**config.mk**
```make
export PLATFORM = sky130hd
export DESIGN_NAME = rr_burst_arbiter_flat
export DESIGN_NICKNAME = d
export VERILOG_FILES = /design/src/rtl/rr_burst_arbiter_if.sv /design/src/rtl/rr_burst_arbiter.sv /design/src/flat_wrapper.sv
export SDC_FILE = /design/constraint.sdc
export NUM_CORES = 1
export LEC_CHECK = 0
export ABC_AREA = 1
export CAP_MARGIN = 0
export CORE_UTILIZATION = 26
export DETAILED_ROUTE_END_ITERATION = 8
export PLACE_DENSITY = 0.85
export SYNTH_ARGS = -nofsm -noshare
export SYNTH_HDL_FRONTEND = slang
export SYNTH_SLANG_ARGS = --single-unit
```
**constraint.sdc**
```tcl
create_clock -name clock -period 2.5 [get_ports clock]
set_input_delay 0.25 -clock clock [delete_from_list [all_inputs] [get_ports clock]]
set_output_delay 0.25 -clock clock [all_outputs]
set_load 0.01 [all_outputs]
```
**src/rtl/rr_burst_arbiter_if.sv**
```systemverilog
// rr_burst_arbiter_if: requester/downstream bundle for rr_burst_arbiter; adds io_pkt_count when RR_ARB_GRANT_STATS_EN is defined
interface rr_burst_arbiter_if #(parameter int N = 4, parameter int W = 32);
  localparam int PW = $clog2(N);
  logic [N-1:0] io_in_valid;
  logic [N-1:0] io_in_ready;
  logic [N-1:0] io_in_last;
  logic [N*W-1:0] io_in_bits;
  logic io_out_valid;
  logic io_out_ready;
  logic io_out_last;
  logic [W-1:0] io_out_bits;
  logic [PW-1:0] io_chosen;
  logic io_locked;
`ifdef RR_ARB_GRANT_STATS_EN
  logic [N*16-1:0] io_pkt_count;
`endif
  modport master (
`ifdef RR_ARB_GRANT_STATS_EN
    input io_pkt_count,
`endif
    output io_in_valid, io_in_bits, io_in_last, io_out_ready,
    input io_in_ready, io_out_valid, io_out_bits, io_out_last, io_chosen, io_locked
  );
  modport slave (
`ifdef RR_ARB_GRANT_STATS_EN
    output io_pkt_count,
`endif
    input io_in_valid, io_in_bits, io_in_last, io_out_ready,
    output io_in_ready, io_out_valid, io_out_bits, io_out_last, io_chosen, io_locked
  );
endinterface

```
**src/rtl/rr_burst_arbiter.sv**
```systemverilog
// rr_burst_arbiter: round-robin arbiter holding the grant for a whole packet; RR_ARB_GRANT_STATS_EN adds per-requester packet counters
module rr_burst_arbiter #(
  parameter int N = 4,
  parameter int W = 32
) (
  input logic clock,
  input logic reset,
  rr_burst_arbiter_if.slave io
);
  localparam int PW = $clog2(N);
  typedef enum logic {IDLE, LOCKED} state_t;
  state_t r_state;
  logic [PW-1:0] r_ptr;
  logic [PW-1:0] r_owner;
  logic [N-1:0] w_rot;
  logic [PW-1:0] w_off;
  logic [PW:0] w_sum;
  logic [PW-1:0] w_pick;
  logic [PW-1:0] w_chosen;
  logic w_valid;
  logic w_last;
  logic w_fire;
  function automatic logic [PW-1:0] inc_wrap(input logic [PW-1:0] x);
    return (x == PW'(N - 1)) ? '0 : x + 1'b1;
  endfunction
  // rotate valids so ptr sits at bit 0, find the lowest set bit, then rotate the offset back
  always_comb begin
    w_rot = N'({io.io_in_valid, io.io_in_valid} >> r_ptr);
    w_off = '0;
    for (int k = N - 1; k >= 0; k--) w_off = w_rot[k] ? PW'(k) : w_off;
    w_sum = {1'b0, r_ptr} + {1'b0, w_off};
    w_pick = ~|io.io_in_valid ? r_ptr : (w_sum >= (PW + 1)'(N)) ? PW'(w_sum - (PW + 1)'(N)) : PW'(w_sum);
    w_chosen = (r_state == LOCKED) ? r_owner : w_pick;
  end
  // pass-through datapath; every output is held at zero during reset
  always_comb begin
    w_valid = io.io_in_valid[w_chosen];
    w_last = io.io_in_last[w_chosen];
    w_fire = !reset && w_valid && io.io_out_ready;
    io.io_out_valid = !reset && w_valid;
    io.io_out_last = !reset && w_last;
    io.io_out_bits = reset ? '0 : io.io_in_bits[w_chosen * W +: W];
    io.io_chosen = reset ? '0 : w_chosen;
    io.io_locked = !reset && (r_state == LOCKED);
    io.io_in_ready = '0;
    for (int i = 0; i < N; i++) io.io_in_ready[i] = !reset && io.io_out_ready && (w_chosen == PW'(i));
  end
  // grant state: lock on a non-final beat, release and advance ptr past the winner on the final beat
  always_ff @(posedge clock) begin
    if (reset) begin
      r_state <= IDLE;
      r_ptr <= '0;
      r_owner <= '0;
    end else if (w_fire) begin
      if (w_last) begin
        r_state <= IDLE;
        r_ptr <= inc_wrap(w_chosen);
      end else begin
        r_state <= LOCKED;
        r_owner <= w_chosen;
      end
    end
  end
`ifdef RR_ARB_GRANT_STATS_EN
  logic [N*16-1:0] r_cnt;
  // saturating count of completed packets per requester
  always_ff @(posedge clock) begin
    if (reset) r_cnt <= '0;
    else if (w_fire && w_last && r_cnt[w_chosen * 16 +: 16] != 16'hFFFF) r_cnt[w_chosen * 16 +: 16] <= r_cnt[w_chosen * 16 +: 16] + 16'd1;
  end
  // counters read as zero while reset is held
  always_comb io.io_pkt_count = reset ? '0 : r_cnt;
`endif
endmodule

```
**src/flat_wrapper.sv**
```systemverilog
// flat-port wrapper written by rule: the top's interface ports become plain ports
module rr_burst_arbiter_flat 
#(
  parameter int N = 4,
  parameter int W = 32
)
  (clock, reset, io_io_in_valid, io_io_in_bits, io_io_in_last, io_io_out_ready, io_io_in_ready, io_io_out_valid, io_io_out_bits, io_io_out_last, io_io_chosen, io_io_locked);
  rr_burst_arbiter_if #(.N(N), .W(W)) io_i ();
  input logic clock;
  input logic reset;
  input wire logic [$bits(io_i.io_in_valid)-1:0] io_io_in_valid;
  input wire logic [$bits(io_i.io_in_bits)-1:0] io_io_in_bits;
  input wire logic [$bits(io_i.io_in_last)-1:0] io_io_in_last;
  input wire logic [$bits(io_i.io_out_ready)-1:0] io_io_out_ready;
  output wire logic [$bits(io_i.io_in_ready)-1:0] io_io_in_ready;
  output wire logic [$bits(io_i.io_out_valid)-1:0] io_io_out_valid;
  output wire logic [$bits(io_i.io_out_bits)-1:0] io_io_out_bits;
  output wire logic [$bits(io_i.io_out_last)-1:0] io_io_out_last;
  output wire logic [$bits(io_i.io_chosen)-1:0] io_io_chosen;
  output wire logic [$bits(io_i.io_locked)-1:0] io_io_locked;
  assign io_i.io_in_valid = io_io_in_valid;
  assign io_i.io_in_bits = io_io_in_bits;
  assign io_i.io_in_last = io_io_in_last;
  assign io_i.io_out_ready = io_io_out_ready;
  assign io_io_in_ready = io_i.io_in_ready;
  assign io_io_out_valid = io_i.io_out_valid;
  assign io_io_out_bits = io_i.io_out_bits;
  assign io_io_out_last = io_i.io_out_last;
  assign io_io_chosen = io_i.io_chosen;
  assign io_io_locked = io_i.io_locked;
  rr_burst_arbiter #(.N(N), .W(W)) u_core (.clock(clock), .reset(reset), .io(io_i));
endmodule
```
---- After elaboration in Yosys (flattened, before gate mapping) ----
Cells that the tools add are included.
cells by class
  mux-type cells .......................... 15
  order comparisons ....................... 2
  shift-type cells ........................ 2
  bitwise operators ....................... 1
  reduce and logical (&&, ||, !) cells .... 14
  eq/ne operators ......................... 3
  multipliers ............................. 0
  add/subtract/negate cells ............... 3
  div/mod/pow operators ................... 0
operator list
  operator                                                               count
  128-bit by 8-bit variable part select with 32-bit output               1
  32-bit 2-to-1 mux                                                      1
  2-bit 2-to-1 mux                                                       9
  1-bit logical AND                                                      9
  8-bit by 2-bit >> shifter with 4-bit output                            1
  1-bit binary-select mux with 2-bit select                              2
  2-bit equality test, second input constant                             2
  2-bit AND reduction                                                    2
  4-bit OR reduction                                                     1
  2-bit by 2-bit adder with 3-bit output                                 1
  3-bit greater-or-equal comparator, second input constant               1
  2-bit by 3-bit < comparator with 1-bit output, second input constant   1
  1-bit 2-to-1 mux                                                       3
  2-bit by 1-bit adder with 2-bit output, second input constant          1
  2-bit by 1-bit equality test with 1-bit output, second input constant  1
  2-bit logical NOT                                                      1
  2-bit by 1-bit subtractor with 2-bit output, second input constant     1
  1-bit logical NOT                                                      1
  1-bit inverter                                                         1
word-level totals
  memory bits (read-only) ................. 0
  output and inout bits ................... 41
  memories ................................ 0
  bits in latches ......................... 0
  logic and storage cells ................. 43
  bits in writable memories ............... 0
  flip-flop bits (word level) ............. 5
  input port bits ......................... 139

---- Longest topological paths before layout ----
  word-level depth ........................ 15
  mapped depth ............................ 22
  depth with buffers taken out ............ 20

---- Worst setup path after synthesis ----
OpenSTA, ideal clock, no wires.
  kind .................................... register -> output
  start point ............................. register u_core.r_ptr[0]
  end point ............................... output port io_io_out_bits[11]
  path slack .............................. -0.184 ns
  path buffers ............................ 2
  stages on the path, launching flop included .. 15
  arrival ................................. 2.434 ns
  data required time ...................... 2.250 ns
  cell sequence ........................... dfxtp_1 > inv_2 > nand2_1 > nand3_1 > nand3_1 > a21boi_0 > ha_1 > o21ai_0 > o21ai_2 > inv_1 > buf_2 > nor2_1 > clkbuf_1 > o21ai_0 > o22ai_1
on the way
  word-level cells in the longest chain between the ends .. 12
  elaborated cells on any way between the ends .. 13
  those cells by class .................... add/sub: 2; order compare: 1; shift: 2; mux: 8
ends and longest elaborated chain
  what                                                                                              line                    source
  start: declaration                                                                                rr_burst_arbiter.sv:13  logic [PW-1:0] r_ptr;
  start signal: assignment                                                                          rr_burst_arbiter.sv:57  r_ptr <= inc_wrap(w_chosen);
  8-bit by 2-bit >> shifter with 4-bit output                                                       rr_burst_arbiter.sv:28  w_rot = N'({io.io_in_valid, io.io_in_valid} >> r_ptr);
  2-bit 2-to-1 mux (4 in series)                                                                    rr_burst_arbiter.sv:30  for (int k = N - 1; k >= 0; k--) w_off = w_rot[k] ? PW'(k) : w_off;
  2-bit by 2-bit adder with 3-bit output                                                            rr_burst_arbiter.sv:31  w_sum = {1'b0, r_ptr} + {1'b0, w_off};
  3-bit greater-or-equal comparator or 2-bit by 1-bit subtractor with 2-bit output (tied branches)  rr_burst_arbiter.sv:32  w_pick = ~|io.io_in_valid ? r_ptr : (w_sum >= (PW + 1)'(N)) ? PW'(w_sum - (PW + 1)'(N)) : PW'(w_sum);
  2-bit 2-to-1 mux                                                                                  rr_burst_arbiter.sv:32
  2-bit 2-to-1 mux *                                                                                rr_burst_arbiter.sv:32
  2-bit 2-to-1 mux *                                                                                rr_burst_arbiter.sv:33  w_chosen = (r_state == LOCKED) ? r_owner : w_pick;
  128-bit by 8-bit variable part select with 32-bit output *                                        rr_burst_arbiter.sv:42  io.io_out_bits = reset ? '0 : io.io_in_bits[w_chosen * W +: W];
  32-bit 2-to-1 mux *                                                                               rr_burst_arbiter.sv:42
  end: declaration                                                                                  flat_wrapper.sv:17      output wire logic [$bits(io_i.io_out_bits)-1:0] io_io_out_bits;
Mark *: on every way between the ends. The rest lies on a longest branch, timed or not.

---- Worst setup path in the final report ----
  start point ............................. register u_core.r_ptr[0]
  end point ............................... output port io_io_out_bits[7]
The elaborated chain is that of the path after synthesis.

==> impl_metrics.json <==
{
  "run_status": "complete, but fails checks",
  "violations": "setup timing",
  "max-vdd-ir-drop_mv": 1.15,
  "num_rows": 29,
  "fin_nets": 698,
  "synth_area_um2": 1700,
  "num_vias": 3171,
  "finalNonFillerCells": 630,
  "area_growth_pct": 143,
  "crit_required_ps": 2250,
  "timing.rr.end": "u_core.r_ptr[0]",
  "seq_area_um2": 108,
  "overflow": 0,
  "first_pass_iters": 4,
  "wirelength_um": 8990,
  "max_stage_delay_ps": 390,
  "grt_pass1_wl_um": 13700,
  "ant_nets": 0,
  "drc": 0,
  "criticalPathCategory": "flop to output pin",
  "period_minus_slack_ps": 2870,
  "die_area_um2": 6870,
  "syn_nets": 488,
  "hold_class": "flop to flop",
  "clock_skew_ps": 8.95,
  "yosysWarnings": 0,
  "htree_num_levels": 1,
  "rr_worst_depth": 21,
  "critPathMostFrequentCell": "nand2_2",
  "regToRegSetupSlack_ps": -120,
  "yosys_register_bits": 5,
  "cp_cell_sequence": "inv_6, nand2_4, nand3_2, nand2_2, nand3_2, a21boi_2, ha_2, inv_2, nand2_2, nand4_1, nand2_2, nand2_4, nand2_8, clkinv_8, buf_16, buf_8, o211ai_1, o22ai_1, buf_2",
  "crit_path_end_kind": "output pin",
  "post-dp-hpwl_um": 6380,
  "cts_tree": "built",
  "fin_ws_ps": -371,
  "setup_viol": 43,
  "rsz0062_at_grt": "true",
  "cp.buffers_inverters": 6,
  "dieWidth_um": 82.9,
  "hold_path_depth": 2,
  "synth-seq-area-share": 0.0589,
  "place.gp.congestion": 0.888,
  "dpl.cell_count": 612,
  "cellPowerDensity_nw_per_um2": 1900,
  "worst_pin_slew_ps": 347,
  "timing.fmax_mhz": 348,
  "drive_above_1_share": 0.278,
  "grt_usage": 0.238,
  "hold_ws_ps": 491,
  "whs_endpoint": "u_core.r_owner[0]",
  "multi_input_area_um2": 1590,
  "report.final.slew_viol_count": 0,
  "drv_cap": 0,
  "power_leakage_nw": 1.78,
  "worstPathArrival_ps": 2620,
  "cp-start-kind": "flop",
  "slew_headroom": 0.768,
  "crit_family": "simple AND/OR/NAND/NOR gates",
  "cts.clk_slew.worst_paths_ps": 40,
  "syn_inst": 344,
  "cts_buffer_depth": 2,
  "antenna_cells": 0,
  "grt_max_degree": 26,
  "nFillCells": 566,
  "clk_latency_ps": 230,
  "drt_iter0_drc": 101,
  "grt_pass1_vias": 2989,
  "cp_max_fo": 7,
  "p_total_mw": 7.85,
  "wl_per_cell_um": 14.3,
  "cts_made_buffers": 3,
  "hp-start": "u_core.r_owner[0]",
  "die_y_um": 82.9,
  "synth_cell_types": 25,
  "tns_ps": -10840,
  "cts_hold_buf": 0,
  "initial_core_util": 0.269,
  "crit_slowest_cell": "dfxtp_4",
  "syn_area_per_cell_um2": 4.94,
  "reg2reg_from": "u_core.r_ptr[0]",
  "clockRootBuffer": "clkbuf_8",
  "finalHoldViolCount": 0,
  "viasPerCell": 5.03,
  "cts_sinks": 5,
  "core-area_um2": 6310,
  "io_pins": 180,
  "antenna_found_initial": 0,
  "portBuffers": 179,
  "min_period_over_period": 1.15
}
[cells by family after synthesis]
logic type | share of synthesized area
AOI/OAI and AO/OA | 0.338
adders and majority gates | 0.0368
buffers and inverters | 0.124
DFF | 0.0589
and+or+nand+nor | 0.442
[sequential cells by signal, summed over array words and instances, names as in the netlist]
register / cells
u_core.r_owner: 2
u_core.r_state: 1
u_core.r_ptr: 2
[per-stage QoR]
stage	utilization	cell area, µm²	setup WS (ps)
2_1_floorplan	-	1710	11.1
3_3_place_gp	0.601	3800	-801
3_5_place_dp	0.601	3800	-867
4_1_cts	0.620	3910	-298
5_1_grt	0.656	4140	-564
6_report	0.656	4140	-371
[report_power, final]
group          internal, mW  switching, mW  total [mW]
clock                 0.110         0.0477       0.158
combinational          3.60           3.92        7.52
sequential            0.124         0.0477       0.172
[placed cells by master (no fill, tap or decap), types with 10 or more instances in the layout]
cell,synthesis,layout
clkdlybuf4s50_1,0,135
nor2_1,123,107
o21ai_1,17,43
buf_2,7,37
buf_4,1,28
nand2_1,36,26
a21oi_1,20,20
o211ai_1,13,13
o22ai_1,13,13
nor2_2,0,13
inv_1,15,11
buf_12,0,10
[tightest hold or removal path, cell delays in order, from the launching register on]
cell     delay [ps]
dfxtp_1         300
nor2_1          100
nor2_1           50
[cells in the mapped netlist (all sizes together)]
cell type  number  area [µm²]
a21boi          1        7.51
a21oi          20         100
buf            15        98.8
clkbuf         10        37.5
clkinv          2        7.51
dfxtp           5         100
ha              5        62.6
inv            18        67.6
nand2          39         164
nand3          16        80.1
nand3b          1        7.51
nand4           4        25.0
nor2          123         462
o211ai         13        97.6
o21ai          57         289
o22ai          13        81.3
or2             2        12.5
[worst max-delay path by stage]
stage                            from                 end  slack, ps  cells past startpoint
floorplan             u_core.r_ptr[1]  io_io_out_bits[13]         10                     14
global placement    io_io_in_valid[1]  io_io_out_bits[11]       -800                     15
detailed placement  io_io_in_valid[1]  io_io_out_bits[13]       -870                     20
CTS                   u_core.r_ptr[0]  io_io_out_bits[28]       -300                     19
global route          u_core.r_ptr[0]  io_io_out_bits[18]       -560                     22
finish                u_core.r_ptr[0]   io_io_out_bits[7]       -370                     19
[per-layer routing]
metal  vias up  track usage  routed length [µm]
li1       1576            -                   -
met5         -            0                   0
met3        24       0.0427                 499
met2       133        0.463                4790
met4         0       0.0768                 214
met1      1438        0.256                3490
[final cells by class]
type | instances | share of cell area
repair buffers | 230 | 0.534
multi-input cells | 294 | 0.383
flip-flops and latches | 5 | 0.0260
well taps | 77 | 0.0233
inverters | 20 | 0.0224
clock buffers | 4 | 0.0109
[what timing repair did]
| item | CTS | global route |
|---|---|---|
| gates resized for setup | 220 | 62 |
| endpoints found under the setup margin | 45 | 45 |
| gates cloned | 2 | 2 |
| pin swaps | 15 | 38 |
| buffers inserted | 9 | 6 |
Note: power is estimated with default switching activity, not from simulation.
